**src/rtl/keypad_if.sv**
```systemverilog
// keypad_if - bundle between keypad_scanner and its neighbours.
//
// Signals
//   rows_n    keypad rows, active-low, pulled up externally; bit 0 = top row
//   cols_n    keypad column drive, active-low, exactly one bit low; bit 0 = left column
//   key_out   [7:4] row one-hot (bit 7 = row 0), [3:0] column one-hot (bit 0 = col 0)
//   key_valid one-cycle strobe in the cycle key_out takes a newly accepted press
//   key_held  high while the accepted key is still pressed
//
// Handshake: key_valid is a pure strobe with no ready. The consumer must take
// key_out in the cycle key_valid is high; key_out keeps that value until the
// next strobe, so late readers still see the last accepted key.
//
// Modports
//   master - the scanner: samples rows_n, drives everything else
//   slave  - the keypad/consumer side
interface keypad_if;
  logic [3:0] rows_n;
  logic [3:0] cols_n;
  logic [7:0] key_out;
  logic       key_valid;
  logic       key_held;

  modport master (
    input  rows_n,
    output cols_n,
    output key_out,
    output key_valid,
    output key_held
  );

  modport slave (
    output rows_n,
    input  cols_n,
    input  key_out,
    input  key_valid,
    input  key_held
  );
endinterface

```
**src/rtl/keypad_scanner.sv**
```systemverilog
// keypad_scanner - 4x4 matrix keypad scanner with synchronizer and debounce.
//
// Drives one column low at a time, waits SCAN_CYCLES for the rows to settle
// through the 2-flop synchronizer, and on a low row debounces that single
// row/column crossing before reporting it as a one-hot {row, col} code with a
// one-cycle key_valid strobe. While the key is held the column stays driven
// and every other key is ignored; a debounced release resumes scanning at the
// next column.
//
// Ports
//   clk       system clock, rising edge
//   reset     synchronous, active-high
//   bus       keypad_if.master (rows_n in; cols_n, key_out, key_valid, key_held out)
//   dbg_state current FSM state: 0 SCAN, 1 PRESS_DB, 2 HELD, 3 REL_DB
module keypad_scanner #(
  parameter logic [15:0] SCAN_CYCLES     = 16'd50000,
  parameter logic [19:0] DEBOUNCE_CYCLES = 20'd200000
) (
  input  logic           clk,
  input  logic           reset,
  keypad_if.master       bus,
  output logic [1:0]     dbg_state
);

  localparam int SCAN_W = (SCAN_CYCLES > 16'd1) ? $clog2(int'(SCAN_CYCLES)) : 1;
  localparam int DB_W   = $clog2(int'(DEBOUNCE_CYCLES) + 1);

  localparam logic [SCAN_W-1:0] SCAN_LAST = SCAN_W'(SCAN_CYCLES - 16'd1);
  localparam logic [DB_W-1:0]   DB_LAST   = DB_W'(DEBOUNCE_CYCLES - 20'd1);

  typedef enum logic [1:0] {
    SCAN     = 2'd0,
    PRESS_DB = 2'd1,
    HELD     = 2'd2,
    REL_DB   = 2'd3
  } state_t;

  state_t            state, state_d;
  logic [1:0]        col_idx, col_d;
  logic [1:0]        row_idx, row_d;
  logic [SCAN_W-1:0] scan_cnt, scan_cnt_d;
  logic [DB_W-1:0]   db_cnt, db_cnt_d;
  logic [3:0]        cols_q, cols_d;
  logic [7:0]        key_q, key_d;
  logic              valid_q, valid_d;
  logic              held_q, held_d;
  logic [3:0]        rows_meta, rows_s;
  logic [1:0]        low_row;

  // Two-flop synchronizer; idle (all rows released) is all ones.
  always_ff @(posedge clk) begin
    if (reset) begin
      rows_meta <= 4'b1111;
      rows_s    <= 4'b1111;
    end else begin
      rows_meta <= bus.rows_n;
      rows_s    <= rows_meta;
    end
  end

  // Lowest-index low row wins when several rows are low in one column.
  always_comb begin
    low_row = 2'd3;
    if (!rows_s[0])      low_row = 2'd0;
    else if (!rows_s[1]) low_row = 2'd1;
    else if (!rows_s[2]) low_row = 2'd2;
  end

  always_ff @(posedge clk) begin
    if (reset) begin
      state    <= SCAN;
      col_idx  <= 2'd0;
      row_idx  <= 2'd0;
      scan_cnt <= '0;
      db_cnt   <= '0;
      cols_q   <= 4'b1110;
      key_q    <= 8'h00;
      valid_q  <= 1'b0;
      held_q   <= 1'b0;
    end else begin
      state    <= state_d;
      col_idx  <= col_d;
      row_idx  <= row_d;
      scan_cnt <= scan_cnt_d;
      db_cnt   <= db_cnt_d;
      cols_q   <= cols_d;
      key_q    <= key_d;
      valid_q  <= valid_d;
      held_q   <= held_d;
    end
  end

  always_comb begin
    state_d    = state;
    col_d      = col_idx;
    row_d      = row_idx;
    scan_cnt_d = scan_cnt;
    db_cnt_d   = db_cnt;
    key_d      = key_q;
    valid_d    = 1'b0;

    case (state)
      SCAN: begin
        if (scan_cnt == SCAN_LAST) begin
          scan_cnt_d = '0;
          if (rows_s != 4'b1111) begin
            // Column stays driven so the debounce watches the same crossing.
            row_d    = low_row;
            db_cnt_d = '0;
            state_d  = PRESS_DB;
          end else begin
            col_d = 2'(col_idx + 2'd1);
          end
        end else begin
          scan_cnt_d = scan_cnt + 1'b1;
        end
      end

      PRESS_DB: begin
        if (rows_s[row_idx]) begin
          state_d    = SCAN;
          col_d      = 2'(col_idx + 2'd1);
          scan_cnt_d = '0;
        end else if (db_cnt == DB_LAST) begin
          state_d  = HELD;
          key_d    = {4'b1000 >> row_idx, 4'b0001 << col_idx};
          valid_d  = 1'b1;
          db_cnt_d = '0;
        end else begin
          db_cnt_d = db_cnt + 1'b1;
        end
      end

      HELD: begin
        if (rows_s[row_idx]) begin
          db_cnt_d = '0;
          state_d  = REL_DB;
        end
      end

      REL_DB: begin
        if (!rows_s[row_idx]) begin
          // Release bounce: back to HELD, no new strobe.
          state_d = HELD;
        end else if (db_cnt == DB_LAST) begin
          state_d    = SCAN;
          col_d      = 2'(col_idx + 2'd1);
          scan_cnt_d = '0;
          db_cnt_d   = '0;
        end else begin
          db_cnt_d = db_cnt + 1'b1;
        end
      end

      default: state_d = SCAN;
    endcase

    held_d = (state_d == HELD) || (state_d == REL_DB);
    cols_d = ~(4'b0001 << col_d);
  end

  assign bus.cols_n    = cols_q;
  assign bus.key_out   = key_q;
  assign bus.key_valid = valid_q;
  assign bus.key_held  = held_q;
  assign dbg_state     = state;

endmodule

```
**src/flat_wrapper.sv**
```systemverilog
// flat-port wrapper written by rule: the top's interface ports become plain ports
module keypad_scanner_flat 
#(
  parameter logic [15:0] SCAN_CYCLES     = 16'd50000,
  parameter logic [19:0] DEBOUNCE_CYCLES = 20'd200000
)
  (clk, reset, dbg_state, bus_rows_n, bus_cols_n, bus_key_out, bus_key_valid, bus_key_held);
  keypad_if bus_i ();
  input  logic clk;
  input  logic reset;
  output logic [1:0] dbg_state;
  input wire logic [$bits(bus_i.rows_n)-1:0] bus_rows_n;
  output wire logic [$bits(bus_i.cols_n)-1:0] bus_cols_n;
  output wire logic [$bits(bus_i.key_out)-1:0] bus_key_out;
  output wire logic [$bits(bus_i.key_valid)-1:0] bus_key_valid;
  output wire logic [$bits(bus_i.key_held)-1:0] bus_key_held;
  assign bus_i.rows_n = bus_rows_n;
  assign bus_cols_n = bus_i.cols_n;
  assign bus_key_out = bus_i.key_out;
  assign bus_key_valid = bus_i.key_valid;
  assign bus_key_held = bus_i.key_held;
  keypad_scanner #(.SCAN_CYCLES(SCAN_CYCLES), .DEBOUNCE_CYCLES(DEBOUNCE_CYCLES)) u_core (.clk(clk), .reset(reset), .bus(bus_i), .dbg_state(dbg_state));
endmodule
```
**config.mk**
```make
export PLATFORM = sky130hd
export DESIGN_NAME = keypad_scanner_flat
export DESIGN_NICKNAME = d
export VERILOG_FILES = /design/src/rtl/keypad_if.sv /design/src/rtl/keypad_scanner.sv /design/src/flat_wrapper.sv
export SDC_FILE = /design/constraint.sdc
export NUM_CORES = 1
export LEC_CHECK = 0
export CORE_ASPECT_RATIO = 0.6
export CORE_MARGIN = 3
export CORE_UTILIZATION = 52
export CTS_CLUSTER_DIAMETER = 120
export CTS_CLUSTER_SIZE = 40
export DETAILED_ROUTE_END_ITERATION = 7
export GPL_TIMING_DRIVEN = 1
export PLACE_DENSITY_LB_ADDON = 0.1
export SLEW_MARGIN = 20
export SYNTH_ARGS = -nofsm -noshare
export SYNTH_HDL_FRONTEND = slang
export SYNTH_SLANG_ARGS = --single-unit
```
**constraint.sdc**
```tcl
create_clock -name clk -period 2.5 [get_ports clk]
set_clock_uncertainty 0.15 [all_clocks]
set_input_delay 0.5 -clock clk [delete_from_list [all_inputs] [get_ports clk]]
set_output_delay 0.5 -clock clk [all_outputs]
set_load 0.02 [all_outputs]
```
**Word level (Yosys, flattened, before mapping)**

Index checks and enable logic that the tools add are counted.

- Shift-type cells: 3
- Add/subtract/negate cells: 3
- $lt $le $gt $ge: 1
- Mux-type cells: 32
- Bitwise gates (word level): 3
- Eq/ne operators: 15
- Reductions and logical operators: 8

Operators by type and width:

| cell | number |
|---|---|
| 18-bit 2-to-1 mux | 6 |
| 18-bit one-hot mux with 4 select lines | 1 |
| 16-bit 2-to-1 mux | 4 |
| 16-bit one-hot mux with 3 select lines | 1 |
| 2-bit 2-to-1 mux | 14 |
| 18-bit by 1-bit adder with 18-bit output, second input constant | 1 |
| 18-bit equality test, second input constant | 1 |
| 16-bit by 1-bit adder with 16-bit output, second input constant | 1 |
| 16-bit equality test, second input constant | 1 |
| 2-bit by 1-bit inequality test with 1-bit output, second input constant | 6 |
| 2-bit equality test, second input constant | 4 |
| 2-bit one-hot mux with 4 select lines | 1 |
| 1-bit by 2-bit << shifter with 4-bit output, first input constant | 2 |
| 2-bit one-hot mux with 3 select lines | 1 |
| 3-bit AND reduction | 2 |
| 5-bit AND reduction | 1 |
| 4-bit inequality test, second input constant | 1 |
| 4-bit inverter | 1 |
| 4-bit AND reduction | 1 |
| 4-bit by 2-bit >> shifter with 4-bit output, first input constant | 1 |
| 2-bit by 3-bit less-than comparator with 1-bit output, second input constant | 1 |
| 1-bit 2-to-1 mux | 3 |
| 3-bit nonzero test | 1 |
| 3-bit OR reduction | 1 |
| 7 further kinds | 8 |

- Output and inout bits: 16
- Flip-flop bits (word level): 62
- Input bits: 6

**Logic depth before layout (Yosys ltp)**

Gate-level depths: netlist (run 1).

- Depth in word-level cells: 6
- Gate-level depth with buffers: 9
- Mapped depth without buffers: 7

**Worst setup path after synthesis (run 1)**

Ideal clock, no wire load.

- Path kind: register -> register
- From: register u_core.db_cnt[6]
- To: register u_core.scan_cnt[12]
- Arrival time: 2.071 ns
- Period minus slack after synthesis: 2.338 ns
- Path slack: 0.162 ns
- Buffers on the path: 2
- Required time: 2.233 ns
- Cell stages (with the launch flop): 9
- Path through: dfxtp_1 buf_6 or4b_1 nor4_4 a31oi_4 buf_6 nor4_4 xnor2_1 nor2_1

- Word-level cells in the longest chain between the ends: 3

RTL lines:

| what | RTL line | source |
|---|---|---|
| from (decl) | keypad_scanner.sv:42 | `logic [DB_W-1:0] db_cnt, db_cnt_d;` |
| from (signal assigned) | keypad_scanner.sv:85 | `db_cnt <= db_cnt_d;` |
| 18-bit equality test | keypad_scanner.sv:145 | `end else if (db_cnt == DB_LAST) begin` |
| 2-bit by 1-bit inequality test with 1-bit output (no source line) | n/a |  |
| 4-bit AND reduction (no source line) | n/a |  |
| to (signal assigned) | keypad_scanner.sv:84 | `scan_cnt <= scan_cnt_d;` |
| to (decl) | keypad_scanner.sv:41 | `logic [SCAN_W-1:0] scan_cnt, scan_cnt_d;` |

No other way between the ends.
A chain may end at the register's enable or synchronous reset.

**Final worst setup path (run 1)**

- From: register u_core.db_cnt[12]
- To: register u_core.scan_cnt[10]

Same word-level chain as after synthesis.

==> run summary, run 1 <==
The commonest non-fill, non-tap cell in the layout is dfxtp_1. The number of buffers inserted to repair setup after CTS is 0. The clock reaches the later pin of the worst-skew pair after 0.34 ns. Summing the areas of all fa, ha and maj instances in the mapped netlist gives 2.60% of the synthesized area. The design internal power is 1.68 mW.

The number of buffers inserted during clock tree synthesis is 9. The antenna diode count came out at 0. The worst setup path is captured at a flip-flop.

The final routed wirelength across all metal layers is 6090 um. The final hold violation count is 0. The register bit count reported by yosys came out at 62.

The class of the most critical hold timing path is reg -> reg. Relative to the synthesized area, the layout overhead comes to 24.7%. The tree built by TritonCTS fans out to 62 sinks. The max-slew violation total from the final report came out at 0. The worst register-to-register path has a setup slack of 0.11 ns. The startpoint identified for the worst hold timing path is u_core.rows_meta[1]. During I/O placement, the number of pins put on the boundary was 22. The number of vias in the routed layout came out at between 2000 and 2500.

The synthesized area per cell is 8.93 sq um. The Yosys warning count came out at 0. The startpoint identified for the worst register-to-register timing path is u_core.db_cnt[12].

The endpoint identified for the worst register-to-register timing path is u_core.scan_cnt[10]. The weighted congestion at the end of routability-driven global placement is 0.870. Net switching is 19.8% of the power.

Buffers inserted to repair hold after CTS numbered 0. The worst slew margin relative to its limit came out at between 50% and 60%. The worst setup path is of the reg -> reg kind. The number of antenna violations at the first check in global routing is 0. Setup violations remaining at the end of the flow were counted as 0. The part of the power in registers is about 48%. Summed over all cells, the static leakage comes to 1.36 nW. After detailed routing, the number of remaining DRC violations is 0. The total overflow left after global routing is 0. The final critical path takes up 95.6% of the cycle. The power density over the cells is 580 nW/um^2. The root buffer cell is clkbuf_8. The clock tree synthesis step divided the H-tree into 3 levels. The net total in the final layout came out at 382. The largest buffer count on any clock path came out at 2. The fmax came out at ~420 MHz.

The die boundary height is 63.8 um. TritonCTS built the clock tree. The number of iterations in the first detailed-routing pass is 5. The simple-gate share of the synthesized area came out at 30.7%. The run finished with clean final reports. STA classifies the critical path startpoint as a flip-flop. The startpoint of the most critical setup path is u_core.db_cnt[12]. Counting every instance in the synthesized netlist gives 324.

Counting I/O delays and the setup requirement, the final critical path takes ~2.4 ns. The fill cell instance count of the final layout is 427. Global routing used 20.2% of the available tracks across all layers. Multiplexer cells account for approximately 3.5% of the synthesized area.

The setup TNS is 0 ns. The count of routing violations after the opening detailed-route iteration came out at between 150 and 200. The post-cts repair resize count is 0. The async set or reset register ratio after synthesis is 0%.

The total power after layout came out at 2.09 mW. The wire length of the first global-routing pass is 10200 um. The number of nets in the synthesized netlist is 336. Leaving out fill and tap cells, the most frequent cells in the layout are dfxtp_1, nor2_1, buf_4. Once detailed placement completed, the half-perimeter wirelength came to 4280 um.

The clock share of power is around 49%. The detail route stage leaves a number of antenna-violating nets equal to 0. After synthesis, the largest family of logic cells by area is simple AND/OR/NAND/NOR gates. The critical-path maximum fanout is 17. The area of the die is ~6500 sq um.

The total number of placement rows is 20. The number of max-capacitance violations reported is 0. The synthesized netlist devotes 8.30% of its cell area to compound gates. The synthesized netlist occupies a cell area of 2890 sq um. From left edge to right edge, the die measures 102 um.

The core region is approximately 5200 sq um. Clock-pin slew was measured on the worst setup and hold paths at 0.07 ns. The starting density of the core came out at 55.6%. The fraction of synthesized cell area in xor and xnor cells is 8.17%. Combinational logic burns around 3.5% of the power. The number of synthesized flops with an enable pin came out at 0.

The peak ir drop on the vdd network is 361 uV. After detailed routing, the average wire length per cell comes to between 10 and 15 um. The prevailing post-synth register cell is dfxtp_1.

The via count normalized by instance count is 5.47. The switching component of the power is between 0.4 and 0.5 mW. The maximum number of pins on one net before global-route repair came out at 24. The count of different cell masters after synthesis came out at 49. Sequential cells were found to cover between 40 and 50% of the synthesized design area.

The endpoint of the worst hold path is u_core.rows_s[1]. The data arrival at the endpoint of the critical path came out at approximately 2.5 ns. The data required time of the critical path came out at between 2 and 3 ns.

The number of instances on the worst hold path is 1. The number of port buffers is 21. The transition at the pin with the smallest max-transition slack is 0.626 ns. Cells with a size suffix above 1 make up 17.9% of the layout. Setup repair after global routing could not meet its margin everywhere. The number of cells on the worst reg-to-reg path is 7. The number of global-route vias before repair came to roughly 2200.
-- cells in the mapped netlist, types with 3 or more instances --
master / count / area [sq um]
nor3b_1: 8 / 60.1
nor4b_1: 4 / 35.0
or2_2: 8 / 50.1
nand2_1: 21 / 78.8
xor2_1: 12 / 105
nor2_1: 54 / 203
and3_1: 6 / 37.5
and2_1: 3 / 18.8
nand4_1: 20 / 125
nand3_1: 8 / 40.0
nor3_1: 9 / 45.0
mux2i_1: 8 / 80.1
buf_2: 4 / 20.0
clkbuf_1: 11 / 41.3
or3_1: 3 / 18.8
xnor2_1: 15 / 131
a21oi_1: 10 / 50.1
dfxtp_1: 62 / 1240
inv_1: 7 / 26.3
ha_1: 6 / 75.1
o21ai_0: 5 / 25.0
nor2b_1: 4 / 25.0
-- sequential cells by signal, indices dropped and copies added, names as in the netlist --
| name | flops |
|---|---|
| u_core.bus.key_out | 8 |
| u_core.scan_cnt | 16 |
| u_core.bus.cols_n | 4 |
| u_core.rows_s | 4 |
| u_core.rows_meta | 4 |
| u_core.dbg_state | 2 |
| u_core.col_idx | 2 |
| u_core.row_idx | 2 |
| u_core.bus.key_held | 1 |
| u_core.bus.key_valid | 1 |
| u_core.db_cnt | 18 |
-- stage by stage --
step           hold slack, ns  worst slack (ns)  utilization [%]  instance area (sq um)  std cells
6_report                0.259             0.110             69.3                   3610        441
2_1_floorplan           0.239             0.162                -                   2890        324
3_5_place_dp            0.243             0.139             64.4                   3350        425
4_1_cts                 0.260             0.117             68.9                   3590        441
5_1_grt                 0.270           -0.0143             69.3                   3610        441
3_3_place_gp            0.241             0.165             64.4                   3350        425
-- routing by layer --
metal	share of wire (%)	up-vias	wire, um	global-route usage [%]
li1	-	1224	-	-
met1	52	1110	3190	28.9
met2	40	71	2440	27.6
met3	6.1	8	372	5.67
met4	1.5	0	89	9.98
met5	0	-	0	0
-- power by group through the flow --
stage	registers, mW	clock network, mW	logic [mW]
3_3_place_gp	1.03	0	0.0725
2_1_floorplan	1.03	0	0.0396
3_5_place_dp	1.03	0	0.0734
6_report	1.00	1.02	0.0742
5_1_grt	1.00	1.09	0.0805
4_1_cts	1.00	1.05	0.0739
-- critical path, cell delays in order (launching register included) --
cell and delay, ns:
dfxtp_1 0.31, or4_4 0.54, nor4_4 0.25, buf_4 0.17, a31oi_4 0.23, nor3_2 0.38
a21o_1 0.18, o21ai_0 0.07
-- layout make-up --
class | instances | area, sq um | share of cell area (%)
multi-input cells | 238 | 1570 | 43.5
flip-flops and latches | 62 | 1240 | 34.4
repair buffers | 52 | 455 | 12.6
clock buffers | 13 | 169 | 4.68
well taps | 66 | 82.6 | 2.29
clock inverters | 3 | 65.1 | 1.80
inverters | 7 | 26.3 | 0.728
-- logic make-up (layout without fill, tap and decap cells) --
kind of cell,count (synthesis),after routing
and+or+nand+nor,161,161
DFF,62,62
AOI/OAI and AO/OA,35,35
xor gates and xnor gates,27,27
buffers and inverters,24,75
muxes,9,9
adders and majority gates,6,6
-- how the worst max path moves through the flow --
| stage | to | cells past startpoint |
|---|---|---|
| final | u_core.scan_cnt[10] | 7 |
| after global routing | u_core.scan_cnt[13] | 8 |
| after CTS | u_core.bus.cols_n[1] | 8 |
| after detailed placement | u_core.scan_cnt[11] | 7 |
| after global placement | u_core.bus.cols_n[0] | 7 |
| after floorplan | u_core.scan_cnt[12] | 8 |
Power figures use the tool's default switching activity.
==> run 2, diff against run 1 <==
- CORE_MARGIN: 3 -> unset
- SKIP_LAST_GASP: unset -> 1
==> run summary, run 2 (synthesis results as in run 1) <==
The most flop-heavy register is u_core.db_cnt (unchanged). The root buffer cell is clkbuf_8 (unchanged). The number of instances on the worst hold path is 1 (unchanged).

The fraction of layout instances using a drive strength above 1 is 17.8% (was 17.9%). The launch point of the worst reg-to-reg path was u_core.db_cnt[8] (was u_core.db_cnt[12]). The worst slew margin relative to its limit came out at 59.6% (was 57.7%). The H-tree depth was 3 (unchanged). The number of iterations in the first detailed-routing pass is 4 (was 5). The flip-flop count of the largest register, all copies and words added is 18 (unchanged).

The area overhead of the layout relative to synthesis is 23.1% (was 24.7%). The setup slack of the worst register-to-register path is 0.08 ns (was 0.11 ns). The area of the placeable core is 5200 sq um (unchanged). The number of antenna violations at the first check in global routing is 0 (unchanged). The endpoint of the worst hold path was u_core.rows_s[0] (was u_core.rows_s[1]). The start point of the worst hold path is u_core.rows_meta[0] (was u_core.rows_meta[1]).

The share of the cycle needed by the critical path after routing is 96.7% (was 95.6%). The capturing element type of the critical path is a flip-flop (unchanged). RSZ-0062 raised after global routing: true (unchanged). The maximum number of pins on one net before global-route repair is 25 (was 24).

The clock slew at the register clock pins of the worst setup and hold paths was 0.08 ns (was 0.07 ns). The max-slew violation total from the final report is 0 (unchanged). The number of global-route vias before repair came out at 2114 (was 2168). The total leakage power is 1.33 nW (was 1.36 nW). Run status: completed (unchanged). The setup-violating endpoint count in the final report is 0 (unchanged). The worst slack on hold paths came to 0.260 ns (was 0.259 ns). The weighted congestion at the end of routability-driven global placement came to 0.851 (was 0.870). The kind of launch point of the worst setup path is a flip-flop (unchanged). The setup TNS came out at 0 ns (unchanged). The number of max-capacitance violations reported is 0 (unchanged). The area of the die came out at 5880 sq um (was 6520 sq um). The critical-path maximum fanout is 7 (was 17). The clock sink count came to 62 (unchanged).

The final routed wire length divided by cell count came out at 14.1 um (was 13.8 um). The length in cells of the worst reg-to-reg path came out at 8 (was 7). The number of vias in the routed layout is 2377 (was 2413). The final routed wirelength across all metal layers is 6230 um (was 6090 um). The via count normalized by instance count came to 5.37 (was 5.47).

The number of buffers inserted during clock tree synthesis is 9 (unchanged). The remaining routing DRC violations is 0 (unchanged). The number of routed nets with antenna violations is 0 (unchanged). The horizontal die dimension is 98.3 um (was 102 um). The clock latency reported for the late side of the worst-skew pair came out at 0.35 ns (was 0.34 ns). The fmax came to 414 MHz (was 418 MHz). The largest buffer count on any clock path came out at 2 (unchanged). The net total in the final layout came to 384 (was 382). The final hold violation count was 0 (unchanged). The number of primary I/O pins is 22 (unchanged). The power density over the cells is 526 nW/um^2 (was 580 nW/um^2).

The post-detailed-placement half-perimeter wirelength came out at 4100 um (was 4280 um). The wire length of the first global-routing pass is 10200 um (about the same). The count of routing violations after the opening detailed-route iteration came to 133 (was 166). The antenna diode count was 0 (unchanged). The data required time of the critical path came out at 2.60 ns (was 2.57 ns). The data arrival at the endpoint of the critical path is 2.52 ns (was 2.46 ns). The final critical-path required period came out at 2.42 ns (was 2.39 ns). The commonest non-fill, non-tap cell in the layout is dfxtp_1 (unchanged).

The remaining global-route overflow was 0 (unchanged). The transition at the pin with the smallest max-transition slack is 0.605 ns (was 0.626 ns). The number of port buffers is 21 (unchanged). The critical path class is reg -> reg (unchanged). The total number of placement rows is 20 (unchanged). Highest-count cells in the layout ignoring fill and taps: dfxtp_1, nor2_1, buf_4 (unchanged). The peak ir drop on the vdd network came out at 318 uV (was 361 uV).

The total track usage came out at 23.0% (was 20.2%). The die boundary height came out at 59.8 um (was 63.8 um). The end of the worst register-to-register path is u_core.scan_cnt[3] (was u_core.scan_cnt[10]). The starting density of the core is 55.6% (unchanged).

The class of the most critical hold timing path was reg -> reg (unchanged). The clock tree from TritonCTS is done (unchanged).
[run 2: worst max-delay path by stage]
stage | startpoint | to | slack (ns) | depth (start not counted)
after floorplan | u_core.db_cnt[6] | u_core.scan_cnt[12] | 0.16 | 8
after global placement | u_core.db_cnt[12] | u_core.scan_cnt[13] | 0.12 | 7
after detailed placement | u_core.db_cnt[12] | u_core.bus.cols_n[1] | 0.06 | 8
after CTS | u_core.db_cnt[12] | u_core.scan_cnt[13] | 0.04 | 7
after global routing | u_core.db_cnt[8] | u_core.scan_cnt[2] | -0.03 | 8
final | u_core.db_cnt[8] | u_core.scan_cnt[3] | 0.08 | 8
[run 2: layout make-up]
| type | count | area, sq um |
|---|---|---|
| clock buffer | 11 | 141 |
| timing repair buffer | 53 | 463 |
| sequential | 62 | 1240 |
| multi-input combinational | 239 | 1570 |
| inverter | 7 | 26.3 |
| clock inverter | 5 | 35.0 |
| fill | 441 | 1640 |
| tap | 66 | 82.6 |
[run 2: where the power goes]
group	total [mW]	leakage (nW)	switching [mW]	internal, mW
sequential	1.00	0.502	0.00569	0.998
clock	0.799	0.0776	0.415	0.384
combinational	0.0719	0.753	0.0357	0.0362
[run 2: stage by stage]
stage	setup WS (ns)	cells	util [%]	cell area [sq um]	power [mW]
6_report	0.0818	443	68.4	3560	1.87
5_1_grt	-0.0254	443	68.4	3560	1.94
4_1_cts	0.0422	435	66.9	3480	1.89
3_5_place_dp	0.0618	419	63.5	3310	1.10
3_3_place_gp	0.119	419	63.5	3310	1.10
2_1_floorplan	0.162	324	-	2890	1.07
[run 2: timing repair]
item / CTS / global route
buffers inserted: 0 / 7
resized for setup: 0 / 2
setup endpoints to repair: 0 / 13
hold buffers: 0 / 0
endpoints found under the hold margin: 0 / 0
[run 2: critical path, cell delays in order (launching register included)]
cell and delay, ns:
dfxtp_1 0.38, or4b_1 0.51, nor4_4 0.27, buf_4 0.19, a31oi_4 0.14, buf_4 0.18
nor4b_2 0.29, xnor2_1 0.15, nor2_1 0.05
[run 2: metal layers]
| layer | up-vias | routed length (um) | global-route usage [%] |
|---|---|---|---|
| li1 | 1223 | - | - |
| met1 | 1082 | 3250 | 32.7 |
| met3 | 11 | 333 | 7.60 |
| met2 | 61 | 2550 | 31.8 |
| met4 | 0 | 98 | 10.0 |
| met5 | - | 0 | 0 |
==> run 3, diff against run 2 <==
- CTS_CLUSTER_DIAMETER: 120 -> 80
==> results of run 3 <==
Final layout, timing and power as in run 2 (identical DEF).
